**src/rtl/key_event_ctrl_pkg.sv**
```systemverilog
// ---------------------------------------------------------------------------
// key_event_ctrl_pkg
// Shared definitions for the multi-key debounce / event controller.
//   key_state_e : per-key debounce FSM state encoding
//   EV_RELEASE  : event type for a 1->0 debounced transition
//   EV_PRESS    : event type for a 0->1 debounced transition
// ---------------------------------------------------------------------------
package key_event_ctrl_pkg;

   typedef enum logic [1:0] {
      ZERO  = 2'b00,
      WAIT0 = 2'b01,
      ONE   = 2'b10,
      WAIT1 = 2'b11
   } key_state_e;

   localparam logic EV_RELEASE = 1'b0;
   localparam logic EV_PRESS   = 1'b1;

endpackage : key_event_ctrl_pkg

```
**src/rtl/key_db_channel.sv**
```systemverilog
// ---------------------------------------------------------------------------
// key_db_channel
// One debounce channel: 2-flop synchroniser, stable-time FSM and counter.
// Ports:
//   clk, reset   : system clock, asynchronous active-high reset
//   sw_i         : raw asynchronous key input
//   tick_i       : shared sample tick (one cycle wide)
//   db_level_o   : registered debounced level
//   ev_o         : one-cycle strobe on the edge the debounced level changes
//   ev_type_o    : EV_PRESS / EV_RELEASE, valid while ev_o is high
// ---------------------------------------------------------------------------
module key_db_channel
   import key_event_ctrl_pkg::*;
#(
   parameter int STABLE_TICKS = 20,
   parameter int CNT_W        = 5
) (
   input  logic clk,
   input  logic reset,
   input  logic sw_i,
   input  logic tick_i,
   output logic db_level_o,
   output logic ev_o,
   output logic ev_type_o
);

   localparam logic [CNT_W-1:0] CNT_LAST = CNT_W'(STABLE_TICKS - 1);

   logic [1:0]       sync_q;
   logic             s;
   key_state_e       state_q, state_d;
   logic [CNT_W-1:0] cnt_q, cnt_d;
   logic             db_level_q, db_level_d;

   // NOTE: sequential state uses non-blocking assignments so every flop
   // samples pre-edge values regardless of statement order.
   always_ff @(posedge clk or posedge reset) begin
      if (reset) begin
         sync_q <= '0;
      end else begin
         sync_q <= {sync_q[0], sw_i};
      end
   end

   assign s = sync_q[1];

   // NOTE: every signal driven here gets a default first, so no branch can
   // leave it unassigned and infer a latch.
   always_comb begin
      state_d   = state_q;
      cnt_d     = cnt_q;
      ev_o      = 1'b0;
      ev_type_o = EV_RELEASE;
      case (state_q)
         ZERO: begin
            if (s) begin
               state_d = WAIT1;
               cnt_d   = '0;
            end
         end
         WAIT1: begin
            if (!s) begin
               state_d = ZERO;
            end else if (tick_i) begin
               // The tick that completes the stable window accepts the change.
               if (cnt_q == CNT_LAST) begin
                  state_d   = ONE;
                  ev_o      = 1'b1;
                  ev_type_o = EV_PRESS;
               end else begin
                  cnt_d = cnt_q + CNT_W'(1);
               end
            end
         end
         ONE: begin
            if (!s) begin
               state_d = WAIT0;
               cnt_d   = '0;
            end
         end
         WAIT0: begin
            if (s) begin
               state_d = ONE;
            end else if (tick_i) begin
               if (cnt_q == CNT_LAST) begin
                  state_d   = ZERO;
                  ev_o      = 1'b1;
                  ev_type_o = EV_RELEASE;
               end else begin
                  cnt_d = cnt_q + CNT_W'(1);
               end
            end
         end
         default: state_d = ZERO;
      endcase
   end

   // Level follows the next state so it changes on the same edge the FSM
   // enters ONE or ZERO.
   assign db_level_d = (state_d == ONE) || (state_d == WAIT0);

   always_ff @(posedge clk or posedge reset) begin
      if (reset) begin
         state_q    <= ZERO;
         cnt_q      <= '0;
         db_level_q <= 1'b0;
      end else begin
         state_q    <= state_d;
         cnt_q      <= cnt_d;
         db_level_q <= db_level_d;
      end
   end

   assign db_level_o = db_level_q;

endmodule : key_db_channel

```
**src/rtl/key_event_ctrl.sv**
```systemverilog
// ---------------------------------------------------------------------------
// key_event_ctrl
// Multi-key debounce controller: shared sample prescaler, one debounce
// channel per key, per-key pending slots and a round-robin arbiter that
// serialises press/release events into one valid/ready stream.
// Ports:
//   clk, reset   : system clock, asynchronous active-high reset
//   sw           : raw asynchronous key inputs
//   db_level     : debounced level per key
//   ev_valid     : event available
//   ev_ready     : consumer accepts when ev_valid & ev_ready
//   ev_key       : key index of the current event
//   ev_press     : 1 = press, 0 = release
//   ev_overflow  : one-cycle pulse when a pending event is overwritten
// ---------------------------------------------------------------------------
module key_event_ctrl
   import key_event_ctrl_pkg::*;
#(
   parameter int NUM_KEYS     = 4,
   parameter int IDX_W        = 2,
   parameter int PRESC_DIV    = 50000,
   parameter int STABLE_TICKS = 20,
   parameter int CNT_W        = 5
) (
   input  logic                clk,
   input  logic                reset,
   input  logic [NUM_KEYS-1:0] sw,
   output logic [NUM_KEYS-1:0] db_level,
   output logic                ev_valid,
   input  logic                ev_ready,
   output logic [IDX_W-1:0]    ev_key,
   output logic                ev_press,
   output logic                ev_overflow
);

   localparam int             PW         = (PRESC_DIV > 1) ? $clog2(PRESC_DIV) : 1;
   localparam logic [PW-1:0]  PRESC_LAST = PW'(PRESC_DIV - 1);
   localparam logic [IDX_W-1:0] KEY_LAST = IDX_W'(NUM_KEYS - 1);

   logic [PW-1:0]       presc_q, presc_d;
   logic                tick;
   logic [NUM_KEYS-1:0] key_ev, key_ev_type;
   logic [NUM_KEYS-1:0] pend_q, pend_d, ptype_q, ptype_d, clr;
   logic [IDX_W-1:0]    ptr_q, ptr_d;
   logic                hi_found, lo_found, found;
   logic [IDX_W-1:0]    hi_win, lo_win, win;
   logic                load;
   logic                ev_valid_q, ev_valid_d, ev_press_q, ev_press_d;
   logic [IDX_W-1:0]    ev_key_q, ev_key_d;
   logic                ev_overflow_q, ev_overflow_d;

   // Shared prescaler: tick is high for the single cycle at the wrap count.
   assign tick    = (presc_q == PRESC_LAST);
   assign presc_d = tick ? '0 : presc_q + PW'(1);

   for (genvar i = 0; i < NUM_KEYS; i++) begin : g_key
      key_db_channel #(
         .STABLE_TICKS (STABLE_TICKS),
         .CNT_W        (CNT_W)
      ) u_chan (
         .clk        (clk),
         .reset      (reset),
         .sw_i       (sw[i]),
         .tick_i     (tick),
         .db_level_o (db_level[i]),
         .ev_o       (key_ev[i]),
         .ev_type_o  (key_ev_type[i])
      );
   end

   // Round-robin pick: lowest pending index at or above the pointer, else
   // the lowest pending index overall (the wrapped part of the scan).
   always_comb begin
      hi_found = 1'b0;
      hi_win   = '0;
      lo_found = 1'b0;
      lo_win   = '0;
      for (int i = NUM_KEYS - 1; i >= 0; i--) begin
         if (pend_q[i]) begin
            lo_found = 1'b1;
            lo_win   = IDX_W'(i);
            if (IDX_W'(i) >= ptr_q) begin
               hi_found = 1'b1;
               hi_win   = IDX_W'(i);
            end
         end
      end
      found = lo_found;
      win   = hi_found ? hi_win : lo_win;
   end

   assign load = !ev_valid_q || ev_ready;

   // Pending slots: a new event always wins over the clear of the same key,
   // and only an overwrite of a slot that stays pending counts as overflow.
   always_comb begin
      pend_d        = pend_q;
      ptype_d       = ptype_q;
      ev_overflow_d = 1'b0;
      clr           = '0;
      for (int i = 0; i < NUM_KEYS; i++) begin
         clr[i] = load && found && (win == IDX_W'(i));
         if (key_ev[i]) begin
            if (pend_q[i] && !clr[i]) begin
               ev_overflow_d = 1'b1;
            end
            pend_d[i]  = 1'b1;
            ptype_d[i] = key_ev_type[i];
         end else if (clr[i]) begin
            pend_d[i] = 1'b0;
         end
      end
   end

   // Output register holds key/type while stalled; loads the winner otherwise.
   always_comb begin
      ev_valid_d = ev_valid_q;
      ev_key_d   = ev_key_q;
      ev_press_d = ev_press_q;
      ptr_d      = ptr_q;
      if (load) begin
         if (found) begin
            ev_valid_d = 1'b1;
            ev_key_d   = win;
            ev_press_d = ptype_q[win];
            ptr_d      = (win == KEY_LAST) ? '0 : win + IDX_W'(1);
         end else begin
            ev_valid_d = 1'b0;
         end
      end
   end

   always_ff @(posedge clk or posedge reset) begin
      if (reset) begin
         presc_q       <= '0;
         pend_q        <= '0;
         ptype_q       <= '0;
         ptr_q         <= '0;
         ev_valid_q    <= 1'b0;
         ev_key_q      <= '0;
         ev_press_q    <= 1'b0;
         ev_overflow_q <= 1'b0;
      end else begin
         presc_q       <= presc_d;
         pend_q        <= pend_d;
         ptype_q       <= ptype_d;
         ptr_q         <= ptr_d;
         ev_valid_q    <= ev_valid_d;
         ev_key_q      <= ev_key_d;
         ev_press_q    <= ev_press_d;
         ev_overflow_q <= ev_overflow_d;
      end
   end

   assign ev_valid    = ev_valid_q;
   assign ev_key      = ev_key_q;
   assign ev_press    = ev_press_q;
   assign ev_overflow = ev_overflow_q;

endmodule : key_event_ctrl

```
**config.mk**
```make
export PLATFORM = sky130hd
export DESIGN_NAME = key_event_ctrl
export DESIGN_NICKNAME = d
export VERILOG_FILES = /design/src/rtl/key_event_ctrl_pkg.sv /design/src/rtl/key_db_channel.sv /design/src/rtl/key_event_ctrl.sv
export SDC_FILE = /design/constraint.sdc
export NUM_CORES = 1
export LEC_CHECK = 0
export BUFFER_PORTS_ARGS = -buffer_cell sky130_fd_sc_hd__buf_2
export CAP_MARGIN = 20
export CORE_ASPECT_RATIO = 0.75
export CORE_MARGIN = 10
export CORE_UTILIZATION = 60
export DETAILED_ROUTE_END_ITERATION = 8
export PLACE_DENSITY = 0.78
export SYNTH_ARGS = -nofsm -noshare
export SYNTH_HDL_FRONTEND = slang
export SYNTH_SLANG_ARGS = --single-unit
```
**constraint.sdc**
```tcl
create_clock -name clk -period 2.2 [get_ports clk]
set_clock_uncertainty 0.1 [all_clocks]
set_input_delay 0.11 -clock clk [delete_from_list [all_inputs] [get_ports clk]]
set_output_delay 0.11 -clock clk [all_outputs]
set_load 0.05 [all_outputs]
```
==> flow_summary.json <==
{
  "status": "finished clean",
  "avgSynthCellArea_sq_um": 10.2,
  "crit_type": "reg -> reg",
  "cts.sinks": 71,
  "cts_root_buf": "clkbuf_8",
  "dp_worst_setup_slack_ns": 0.107,
  "vias_per_cell": 5.40,
  "cts.path.max_buffers": 2,
  "drive_gt1_share_pct": 13.2,
  "worstSetupStartpointType": "register",
  "rsz0062_at_grt": "no",
  "grt_pass1_vias": 2271,
  "die_area_sq_um": 8970,
  "hp-class": "reg -> reg",
  "routedWlPerCell_um": 13.8,
  "gr-usage-all-layers_pct": 14.1,
  "synth.ff_latch_count": 71,
  "place.gp.congestion": 0.791,
  "period_share_pct": 92.8,
  "fp.dieH_um": 84.6,
  "final_cell_mix": "71 x dfrtp_1, 37 x nand2_1, 29 x nor2_1, 17 x nand3_1, 16 x xor2_1",
  "synthFlopType": "dfrtp_1",
  "antennaDiodeCount": 0,
  "grt_pass1_wl_um": 10400,
  "tns_ns": 0,
  "drt-total-wl_um": 5940,
  "setup_ws_ns": 0.158,
  "hold_start": "g_key[1].u_chan.sync_q[0]",
  "crit_arrival_ns": 2.20,
  "layout_commonest_cell": "dfrtp_1",
  "final_cells": 430,
  "powerDensity_nw_per_um2": 868,
  "slew_violations": 0,
  "leakagePower_nw": 1.72,
  "nets": 363,
  "clk_latency_ns": 0.34,
  "min_period_ns": 2.04,
  "max_slew_margin_pct": 64.9,
  "synthArstFlopShare_pct": 100,
  "gr-total-overflow": 0,
  "core_sq_um": 5350,
  "die_x_um": 106,
  "initial_core_util_pct": 62.3,
  "fmax_ghz": 0.490,
  "drtPass1Iterations": 4,
  "drtAntennaViolNets": 0,
  "synth_area_sq_um": 3330,
  "synth_fp_nets": 340,
  "finalSetupViolations": 0,
  "cts_tree": "built",
  "critPathRequiredTime_ns": 2.36,
  "dp_cells": 408,
  "area_growth_pct": 12.5,
  "hold_viol": 0,
  "stdcell_area_sq_um": 3750,
  "std_cell_rows": 23,
  "hpwl_um": 4040,
  "numCtsBuffers": 9,
  "dpl_cell_area_sq_um": 3480,
  "synth_edf_count": 0,
  "yosysWarnings": 0,
  "drtIter0Drc": 119,
  "r2r_start": "presc_q[11]",
  "cts_max_level": 3,
  "nFillCells": 411,
  "yosysSeqAreaShare_pct": 53.3,
  "holdWs_ns": 0.253,
  "drv_cap": 0,
  "grt_max_degree": 72,
  "postSynthCellCount": 327,
  "portBuffers": 15,
  "critPathLaunch": "presc_q[11]",
  "clkTransAtPathRegs_ns": 0.07,
  "synth_cell_type_count": 46,
  "drc": 0,
  "antenna_found_initial": 0,
  "vias": 2321,
  "tightest_slew_ns": 0.525,
  "finish.utilization_pct": 70.1,
  "cp_max_fo": 9,
  "vdd_drop_max_mv": 0.579,
  "totalPowerFinal_mw": 3.25,
  "worst_setup_path_end_kind": "register",
  "ios": 16
}
repair_timing:
item                                    in CTS  in global routing
setup buffers                                0                  0
endpoints found under the setup margin       0                  9
gates resized for setup                      0                  5
hold buffers                                 6                  0
hold endpoints to repair                    76                  0
flip-flops by register name (all words and copies together), names as in the netlist:
register / count
ptr_q: 2
ev_key: 2
presc_q: 16
g_key.u_chan.cnt_q: 20
g_key.u_chan.db_level_o: 4
ev_overflow: 1
g_key.u_chan.state_q: 8
ev_press: 1
pend_q: 4
ev_valid: 1
g_key.u_chan.sync_q: 8
ptype_q: 4
power by group:
part	internal, mW	total, mW	switching (mW)
registers	1.42	1.54	0.124
clock network	0.555	1.03	0.478
logic	0.201	0.682	0.481
total	2.17	3.25	1.08
worst max-delay path: stages, from the launching register on:
cell and delay [ns]:
dfrtp_1 0.44, nor4b_4 0.38, nand4_4 0.26, nor3_1 0.33, nand4_1 0.18, xor2_1 0.17
nor2_1 0.11
kinds of logic (layout without fill, tap and decap cells):
kind of cell	count (synthesis)	in the layout	synth area share, %
DFF	71	71	53.3
muxes	6	6	1.84
buffers and inverters	29	57	3.87
and+or+nand+nor	130	130	20.3
xor gates and xnor gates	30	30	7.88
adders and majority gates	6	6	2.25
AOI/OAI and AO/OA	55	55	10.5
per-layer routing:
metal  GRT usage [%]  up-vias  wire length (um)
li1                -     1178                 -
met1            18.9     1102              2990
met2            20.5       37              2680
met4            5.64        0                42
met5               0        -                 0
met3            4.96        4               226
Yosys cell counts, types with 2 or more instances:
library cell,number,area [sq um]
a21o_1,2,15.0
a21oi_1,12,60.1
a31oi_1,4,25.0
a32o_1,3,30.0
and2_1,3,18.8
and3_1,8,50.1
and4bb_1,2,25.0
buf_4,5,37.5
clkbuf_1,8,30.0
dfrtp_1,71,1780
ha_1,6,75.1
inv_1,14,52.6
mux2i_1,5,50.1
nand2_1,37,139
nand2b_1,2,12.5
nand3_1,17,85.1
nand3b_1,2,15.0
nand4_1,7,43.8
nor2_1,29,109
nor2b_1,3,18.8
nor3_1,9,45.0
o211ai_1,2,15.0
o21ai_0,14,70.1
o21ai_1,5,25.0
o22ai_1,6,37.5
or3_1,3,18.8
xnor2_1,14,123
xor2_1,16,140
worst paths after layout:
check / endpoint / slack [ns] / depth (start not counted)
setup / recovery: g_key[0].u_chan.cnt_q[3] / 0.16 / 6
hold / removal: g_key[1].u_chan.sync_q[1] / 0.25 / 0
setup reg to reg: g_key[0].u_chan.cnt_q[3] / 0.16 / 6
hold reg to reg: g_key[1].u_chan.sync_q[1] / 0.25 / 0
max in group asynchronous: presc_q[5] / 1.42 / 4
min in group asynchronous: ev_press / 0.28 / 4
final cells by class:
type / count / area [sq um] / area share [%]
Sequential cell: 71 / 1780 / 47.4
Clock inverter: 5 / 57.6 / 1.53
Timing Repair Buffer: 26 / 185 / 4.94
Multi-Input combinational cell: 227 / 1440 / 38.4
Clock buffer: 11 / 141 / 3.77
Tap cell: 75 / 93.8 / 2.50
Inverter: 15 / 56.3 / 1.50
No activity file was read; power rests on OpenSTA's default activity.
